$ cat config.mk
export PLATFORM = sky130hd
export DESIGN_NAME = pipe_adder
export DESIGN_NICKNAME = d
export VERILOG_FILES = /design/src/rtl/pipe_adder.sv
export SDC_FILE = /design/constraint.sdc
export NUM_CORES = 1
export LEC_CHECK = 0
export CAP_MARGIN = 10
export CELL_PAD_IN_SITES_DETAIL_PLACEMENT = 0
export CELL_PAD_IN_SITES_GLOBAL_PLACEMENT = 2
export CORE_MARGIN = 2
export CORE_UTILIZATION = 30
export CTS_CLUSTER_SIZE = 16
export DETAILED_ROUTE_END_ITERATION = 6
export PLACE_DENSITY = 0.8
export SYNTH_ARGS = -nofsm -noshare
export SYNTH_HDL_FRONTEND = slang
export SYNTH_SLANG_ARGS = --single-unit
$ cat constraint.sdc
create_clock -name clk -period 4.48 [get_ports clk]
set_input_delay 0.448 -clock clk [delete_from_list [all_inputs] [get_ports clk]]
set_output_delay 0.448 -clock clk [all_outputs]
set_load 0.02 [all_outputs]
$ cat src/rtl/pipe_adder.sv
`default_nettype none
// ============================================================================
//  Module      : pipe_adder
//  Description : Two-stage valid/ready pipelined adder/subtractor with carry,
//                signed overflow, sticky overflow flag and result counter.
//                Compile-time option PIPE_ADDER_SAT_EN enables signed
//                saturation of the result when overflow occurs.
//  Revision    : 1.0 - initial release
// ============================================================================
module pipe_adder #(
    parameter int WIDTH = 32,
    parameter int CNT_W = 16
) (
    input  logic             clk,
    input  logic             rst,
    input  logic             in_valid,
    output logic             in_ready,
    input  logic [WIDTH-1:0] a,
    input  logic [WIDTH-1:0] b,
    input  logic             op,
    output logic             out_valid,
    input  logic             out_ready,
    output logic [WIDTH-1:0] y,
    output logic             cout,
    output logic             ovf,
    output logic             ovf_sticky,
    output logic [CNT_W-1:0] res_cnt
);

    localparam logic [CNT_W-1:0] c_cnt_one = {{(CNT_W-1){1'b0}}, 1'b1};
`ifdef PIPE_ADDER_SAT_EN
    // Most positive and most negative two's-complement values.
    localparam logic [WIDTH-1:0] c_sat_pos = {1'b0, {(WIDTH-1){1'b1}}};
    localparam logic [WIDTH-1:0] c_sat_neg = {1'b1, {(WIDTH-1){1'b0}}};
`endif

    // Stage 1 holding registers: operand A, pre-conditioned operand B, op.
    logic             r_s1_valid;
    logic [WIDTH-1:0] r_s1_a;
    logic [WIDTH-1:0] r_s1_b;
    logic             r_s1_op;

    // Stage 2 result registers; these drive the output port directly.
    logic             r_s2_valid;
    logic [WIDTH-1:0] r_y;
    logic             r_cout;
    logic             r_ovf;

    // Status registers.
    logic             r_ovf_sticky;
    logic [CNT_W-1:0] r_res_cnt;

    // Handshake and datapath nets.
    logic             w_s2_ready;
    logic             w_in_fire;
    logic             w_s1_adv;
    logic             w_out_fire;
    logic [WIDTH:0]   w_sum_ext;
    logic [WIDTH-1:0] w_sum;
    logic             w_ovf;
    logic [WIDTH-1:0] w_y_next;

    // Back-pressure chain: a stage can take new data when it is empty or
    // when its content leaves in the same cycle.
    assign w_s2_ready = !r_s2_valid || out_ready;
    assign in_ready   = !r_s1_valid || w_s2_ready;
    assign w_in_fire  = in_valid && in_ready;
    assign w_s1_adv   = r_s1_valid && w_s2_ready;
    assign w_out_fire = r_s2_valid && out_ready;

    // Single adder serves both operations: subtraction is a + ~b + 1, with
    // the inversion already applied when the operand was captured.
    assign w_sum_ext = {1'b0, r_s1_a} + {1'b0, r_s1_b} + {{WIDTH{1'b0}}, r_s1_op};
    assign w_sum     = w_sum_ext[WIDTH-1:0];

    // Signed overflow: operands of equal sign yielding a result of the other sign.
    assign w_ovf = (r_s1_a[WIDTH-1] == r_s1_b[WIDTH-1]) &&
                   (w_sum[WIDTH-1] != r_s1_a[WIDTH-1]);

    // Result selection; saturation direction follows the sign of operand A.
    always_comb begin
        w_y_next = w_sum;
`ifdef PIPE_ADDER_SAT_EN
        if (w_ovf) begin
            w_y_next = r_s1_a[WIDTH-1] ? c_sat_neg : c_sat_pos;
        end
`endif
    end

    // Stage 1: capture operands on an input transfer, hold while stalled.
    always_ff @(posedge clk or posedge rst) begin
        if (rst) begin
            r_s1_valid <= 1'b0;
            r_s1_a     <= '0;
            r_s1_b     <= '0;
            r_s1_op    <= 1'b0;
        end else begin
            if (in_ready) begin
                r_s1_valid <= in_valid;
            end
            if (w_in_fire) begin
                r_s1_a  <= a;
                r_s1_b  <= op ? ~b : b;
                r_s1_op <= op;
            end
        end
    end

    // Stage 2: register the computed result when stage 1 advances.
    always_ff @(posedge clk or posedge rst) begin
        if (rst) begin
            r_s2_valid <= 1'b0;
            r_y        <= '0;
            r_cout     <= 1'b0;
            r_ovf      <= 1'b0;
        end else begin
            if (w_s2_ready) begin
                r_s2_valid <= r_s1_valid;
            end
            if (w_s1_adv) begin
                r_y    <= w_y_next;
                r_cout <= w_sum_ext[WIDTH];
                r_ovf  <= w_ovf;
            end
        end
    end

    // Status: count delivered results and remember any delivered overflow.
    always_ff @(posedge clk or posedge rst) begin
        if (rst) begin
            r_res_cnt    <= '0;
            r_ovf_sticky <= 1'b0;
        end else if (w_out_fire) begin
            r_res_cnt <= r_res_cnt + c_cnt_one;
            if (r_ovf) begin
                r_ovf_sticky <= 1'b1;
            end
        end
    end

    assign out_valid  = r_s2_valid;
    assign y          = r_y;
    assign cout       = r_cout;
    assign ovf        = r_ovf;
    assign ovf_sticky = r_ovf_sticky;
    assign res_cnt    = r_res_cnt;

endmodule
`default_nettype wire

==> results.txt, run 1 <==
Run status: finished clean
CTS tree: done
Pwr dens: 558 nW/um^2
Min-delay src: res_cnt[15]
DR vias/cell: 4.69
Starting density of the core: 30.7%
Tcrit/Tclk final: 72.7%
Area leader, netlist: dfrtp_1
P&R area growth vs syn: 33.6%
Post-CTS setup buffer count: 0
DP HPWL: 11.0 mm
Post-Synth Adder-Cell Area: 7.05%
Clock slew at reported path FFs: 0.05 ns
Gr ovfl total: 0
Final Setup Violations: 0
Cts bufs inserted: 17
Synth Area in Simple Gates: 12.7%
Crit end category: register
CTS Buffer Depth: 2
Worst setup path startpoint: r_s1_a[0]
Hold Crit Class: reg2reg
Nets: 842
Die X: 148 microns
Hold Fails Final Rpt: 0
Core Rows: 52
Finished Layout Cells: 1022
Post-Route WL: 14.9 mm
Mux share of post-synthesis cell area: 6.29%
Minimum clock period: 3.26 ns
Antenna violations before repair: 0
Setup Skew: 0.00754 ns
Net Count, Synth: 725
Synth top area share: 47.3%
Warnings from Yosys: 0
Final GP Congestion: 0.797
H-tree depth reported by CTS: 4
CP Data Arrival Time: 3.54 ns
Ys async rst share: 100%
Top cells by area, synth: dfrtp_1 47%, xnor2_1 7.6%, nand2_1 6.5%
Worst rel slew slack: 33.4%
Max Slew Vio Count: 0
DIE AREA: 22000 sq um
Post-synth top flop: dfrtp_1
Core Region: 20400 sq um
Worst-Skew Late Latency: 0.41 ns
Syn Inst Count: 622
# port buffers: 121
Reg2reg start: r_s1_a[0]
Largest family of logic cells by synthesized area: compound AO/OA/AOI/OAI gates
WP data required: 4.76 ns
Setup WS post-layout: 1.22 ns
Gr usage total: 14.4%
Synth Area in Compound Gates: 14.6%
Setup TNS Final: 0 ns
WL per Instance: 14.6 microns
Number of global-route vias before repair: 4896
Cell Area, Synth: 6250 sq um
Setup Slack @ Placement: 1.23 ns
Setup Crit Path Kind: reg2reg
Placed cells: 990
Height of the die: 148 microns
Largest net degree at the start of global routing: 98
Clock Root Buffer: clkbuf_16
Max_cap viols: 0
Post-route ant nets: 0
Type of origin of the critical path: register
F_max: 307 MHz
Synth cell types: 56
RSZ-0062 raised after global routing: false
Fraction of layout cells with a size suffix above 1: 10.6%
Worst Tran Pin Value: 0.999 ns
Critical Path Fanout Max: 5
Seq/Total Area, Yosys: 47.3%
Drt first-iter violations: 232
Sink Count: 118
DR vias: 4790
Maximum vdd ir drop: 224 uV
Detailed-route DRC error count: 0
EDFF count, synth: 0
XOR/XNOR Fraction of Synth Area: 9.82%
First-pass GRT wire length: 25.2 mm
Avg Inst Size Synth: 10.0 sq um
Static leakage: 0.00356 uW
Seq cells post-synth: 118
Ant. Diodes: 0
Post-CTS Hold Buffers: 0
Post-cts resize count: 0
DRT Pass-1 Iters: 4
I/O Pins: 122
## metrics by stage
step | hold slack, ns | power, uW | util (%) | instance area (sq um)
2_1_floorplan | 0.454 | 2570 | - | 6250
3_3_place_gp | 0.453 | 3230 | 37.9 | 7710
3_5_place_dp | 0.464 | 3250 | 37.9 | 7710
4_1_cts | 0.474 | 4730 | 41.0 | 8340
5_1_grt | 0.488 | 4960 | 41.0 | 8340
6_report | 0.470 | 4660 | 41.0 | 8340
## critical path, stage by stage, from the launching register on
cell and delay (ns):
dfrtp_1 0.39, fa_1 0.48, fa_1 0.45, a211oi_2 0.25
nor2_1 0.11, o41a_1 0.42, a211o_1 0.41, a31oi_2 0.26
o211ai_1 0.14, xnor2_1 0.15, o21ai_1 0.07
## final timing paths
| check | to | slack (ns) | depth (start not counted) |
|---|---|---|---|
| max | y[20] | 1.22 | 10 |
| min in group asynchronous | y[0] | 0.57 | 2 |
| min reg2reg | res_cnt[15] | 0.47 | 1 |
| max in group asynchronous | y[3] | 3.02 | 3 |
| min | res_cnt[15] | 0.47 | 1 |
| max reg2reg | y[20] | 1.22 | 10 |
## logic make-up after synthesis
| family | count (synthesis) |
|---|---|
| buffers and inverters | 34 |
| and+or+nand+nor | 180 |
| muxes | 35 |
| adders and majority gates | 34 |
| DFF | 118 |
| AOI/OAI and AO/OA | 151 |
| xor gates and xnor gates | 70 |
## area by class of cell
| cell class | instances | area (sq um) |
|---|---|---|
| clock buffer | 24 | 512 |
| clock inverter | 8 | 118 |
| fill | 1985 | 12000 |
| inverter | 8 | 32.5 |
| multi-input combinational | 470 | 3160 |
| sequential | 118 | 2950 |
| tap | 270 | 338 |
| timing repair buffer | 124 | 1230 |
## cell usage in the layout (no fill, tap or decap), types with 3 or more instances in the layout
cell type / synthesis / final
clkdlybuf4s50_1: 0 / 120
dfrtp_1: 118 / 118
nand2_1: 108 / 106
xnor2_1: 54 / 54
o21ai_0: 53 / 53
mux2_2: 34 / 34
ha_1: 32 / 32
a21oi_1: 29 / 29
nor2_1: 20 / 20
o21ai_1: 20 / 20
clkbuf_16: 0 / 17
xor2_1: 16 / 16
nand4_1: 11 / 11
a21o_1: 8 / 8
and3_1: 8 / 8
nand3_1: 7 / 7
inv_1: 8 / 7
nand2b_1: 6 / 6
nor3_1: 6 / 6
clkbuf_8: 0 / 6
and2_1: 5 / 5
o31ai_1: 5 / 5
a31oi_1: 4 / 4
o21bai_1: 4 / 4
clkinv_2: 0 / 4
a21boi_1: 3 / 3
bufinv_16: 0 / 3
buf_4: 3 / 3
## per-layer routing
metal / routed length, microns / GRT usage (%) / share of wire [%]
met2: 7200 / 23.5 / 48
met4: 218 / 4.67 / 1.5
met5: 0 / 0 / 0
met3: 558 / 3.31 / 3.7
met1: 6970 / 19.0 / 47
## registers in the layout, summed over array words and instances, names as in the netlist
register / count
y: 32
cout: 1
out_valid: 1
r_s1_op: 1
ovf_sticky: 1
r_s1_valid: 1
r_s1_a: 32
ovf: 1
r_s1_b: 32
res_cnt: 16
## synthesized netlist by cell type (all sizes together), types with 3 or more instances
cell,instances
a21oi,31
xnor2,54
buf,10
a211oi,3
inv,8
ha,32
dfrtp,118
nand2,108
o21bai,4
nand2b,6
o21ai,74
nand3,7
a21o,8
a21boi,4
nor3,6
a31oi,5
o31ai,5
clkbuf,16
mux2,34
nand4,11
xor2,16
and2,6
and3,8
nor2,20
## report_power, final
| part | total, uW | internal [uW] | leakage [uW] | switching [uW] |
|---|---|---|---|---|
| Sequential | 1540 | 1340 | 0.00144 | 201 |
| Clock | 1440 | 960 | 0.000312 | 477 |
| Combinational | 1680 | 790 | 0.00181 | 893 |
| Total | 4660 | 3080 | 0.00356 | 1570 |
Power figures use the tool's default switching activity.
==> run 2: changes to the inputs <==
Clock period 4.48 ns to 3.2 ns, I/O delays scaled along.
==> results.txt, run 2 (synthesis results as in run 1) <==
Sink Count: 118 (unchanged)
Minimum clock period: 3.04 ns (-0.214 ns)
Gr usage total: 14.3% (-0.043 points)
Pwr dens: 789 nW/um^2 (+41%)
Final Setup Violations: 0 (unchanged)
F_max: 329 MHz (+7.0%)
DP HPWL: 11.0 mm (-0.25%)
Maximum vdd ir drop: 303 uV (+35%)
Worst-Skew Late Latency: 0.41 ns (about the same)
DR vias: 4822 (+0.67%)
First-pass GRT wire length: 25.0 mm (-0.65%)
WP data required: 3.48 ns (-1.28 ns)
Cell Chain, Critical Path: fa_2 -> fa_2 -> a211oi_2 -> nor2_1 -> o41a_1 -> a211o_4 -> a21o_1 -> a21oi_2 -> xor2_1 -> o21ai_1
Core Rows: 52 (unchanged)
Worst r2r path cells: 10 (unchanged)
Fraction of layout cells with a size suffix above 1: 11.1% (+0.49 points)
Detailed-route DRC error count: 0 (unchanged)
Hold Fails Final Rpt: 0 (unchanged)
Top cell by count, worst path: fa_2
Crit end category: register
CTS tree: done
Nets: 845 (+0.36%)
I/O Pins: 122 (unchanged)
Critical path's slowest cell: o41a_1
Worst path depth: 10 (unchanged)
DRT Pass-1 Iters: 4 (unchanged)
Number of global-route vias before repair: 4957 (+1.2%)
Delay-heaviest family, CP: compound AO/OA/AOI/OAI gates
Setup Crit Path Kind: reg2reg
Type of origin of the critical path: register
Setup Skew: 0.0106 ns (+0.00304 ns)
Die X: 148 microns (unchanged)
Post-Route WL: 14.9 mm (about the same)
Clock Root Buffer: clkbuf_16
Placed cells: 993 (+0.30%)
Ant. Diodes: 0 (unchanged)
Post-CTS setup buffer count: 0 (unchanged)
Worst Tran Pin Value: 1.01 ns (+0.00838 ns)
P&R area growth vs syn: 35.0%
Tot Pwr: 6650 uW (+43%)
Worst rel slew slack: 32.8% (-0.56 points)
Starting density of the core: 30.7% (unchanged)
Highest-count cells in the layout ignoring fill and taps: 120 x clkdlybuf4s50_1, 118 x dfrtp_1, 106 x nand2_1
Core Region: 20400 sq um (unchanged)
Critical Path Fanout Max: 5 (unchanged)
Run status: finished clean
Antenna violations before repair: 0 (unchanged)
Static leakage: 0.00358 uW (+0.64%)
RSZ-0062 raised after global routing: false
Max Slew Vio Count: 0 (unchanged)
Post-route cell area: 8430 sq um (+1.1%)
CP Data Arrival Time: 3.32 ns (-0.22 ns)
Final GP Congestion: 0.828 (+3.9%)
Reg2reg start: r_s1_a[0]
Post-route ant nets: 0 (unchanged)
DR vias/cell: 4.70 (+0.37%)
CP max stage delay: 0.43 ns (-0.05 ns)
Reg-to-reg setup timing slack: 0.16 ns (-1.07 ns)
Drt first-iter violations: 181 (-22%)
Clock slew at reported path FFs: 0.05 ns (about the same)
Buf+Inv Stages, Crit Path: 0 (unchanged)
DIE AREA: 22000 sq um (unchanged)
Gr ovfl total: 0 (unchanged)
Fill count: 1953 (-1.6%)
Height of the die: 148 microns (unchanged)
Largest net degree at the start of global routing: 119 (+21%)
Tcrit/Tclk final: 95.1% (+22 points)
Cts bufs inserted: 17 (unchanged)
WL per Instance: 14.6 microns (-0.39%)
CTS Buffer Depth: 2 (unchanged)
Reg-to-reg critical path endpoint: y[16]
Most common cell after layout, fill and taps aside: clkdlybuf4s50_1
Finished Layout Cells: 1025 (+0.29%)
Hold Crit Class: in2async
Setup TNS Final: 0 ns (unchanged)
Post-DP Area: 7750 sq um (+0.47%)
H-tree depth reported by CTS: 4 (unchanged)
# port buffers: 121 (unchanged)
Max_cap viols: 0 (unchanged)
[run 2: cell count changes in the layout (fill, tap and decap cells not counted), sizes merged]
cell,delta
clkinv,-2
bufinv,+2
inv,-1
clkinvlp,+1
buf,+3
[run 2: where the power goes]
part	internal (uW)	switching [uW]
combinational	1120	1260
clock	1460	648
sequential	1870	283
[run 2: cell type report]
cell class,instances,area [sq um],share of cell area [%]
multi-input combinational,470,3190,37.8
sequential,118,2950,35.0
timing repair buffer,127,1260,15.0
clock buffer,24,492,5.83
tap,270,338,4.01
clock inverter,8,168,1.99
inverter,8,33.8,0.401
[run 2: repair_timing]
action	CTS	global route
endpoints found under the setup margin	2	7
pin swaps	0	1
gates cloned	0	0
gates resized for setup	1	4
hold buffers	0	0
[run 2: metrics by stage]
step / util [%] / hold WS [ns] / worst slack, ns
finish: 41.4 / 0.415 / 0.158
global route: 41.4 / 0.491 / 0.00586
CTS: 41.3 / 0.476 / 0.0115
detailed placement: 38.1 / 0.464 / -0.0279
global placement: 38.1 / 0.452 / 0.0448
floorplan: - / 0.428 / 0.225
[run 2: worst register-to-register path, cell delays in order, from the launching register on]
cell,delay (ns)
dfrtp_1,0.40
fa_2,0.41
fa_2,0.36
a211oi_2,0.22
nor2_1,0.09
o41a_1,0.43
a211o_4,0.43
a21o_1,0.21
a21oi_2,0.15
xor2_1,0.15
o21ai_1,0.07
[run 2: worst max-delay path by stage]
stage / slack (ns) / start / to
2_1_floorplan: 0.22 / r_s1_a[0] / y[20]
3_3_place_gp: 0.04 / r_s1_a[0] / y[16]
3_5_place_dp: -0.03 / r_s1_a[0] / y[20]
4_1_cts: 0.01 / r_s1_a[0] / y[20]
5_1_grt: 0.006 / r_s1_a[0] / y[16]
6_report: 0.16 / r_s1_a[0] / y[16]
[run 2: per-layer routing]
metal / GRT usage, % / wire length, microns / share of wire (%)
met1: 17.7 / 6750 / 45
met2: 24.4 / 7420 / 50
met3: 3.71 / 552 / 3.7
met4: 4.81 / 209 / 1.4
met5: 0 / 0 / 0
==> run 3: changes to the inputs <==
Settings changed: ABC_AREA set to 0.
==> results of run 3 <==
Final layout, timing and power as in run 2 (identical DEF).
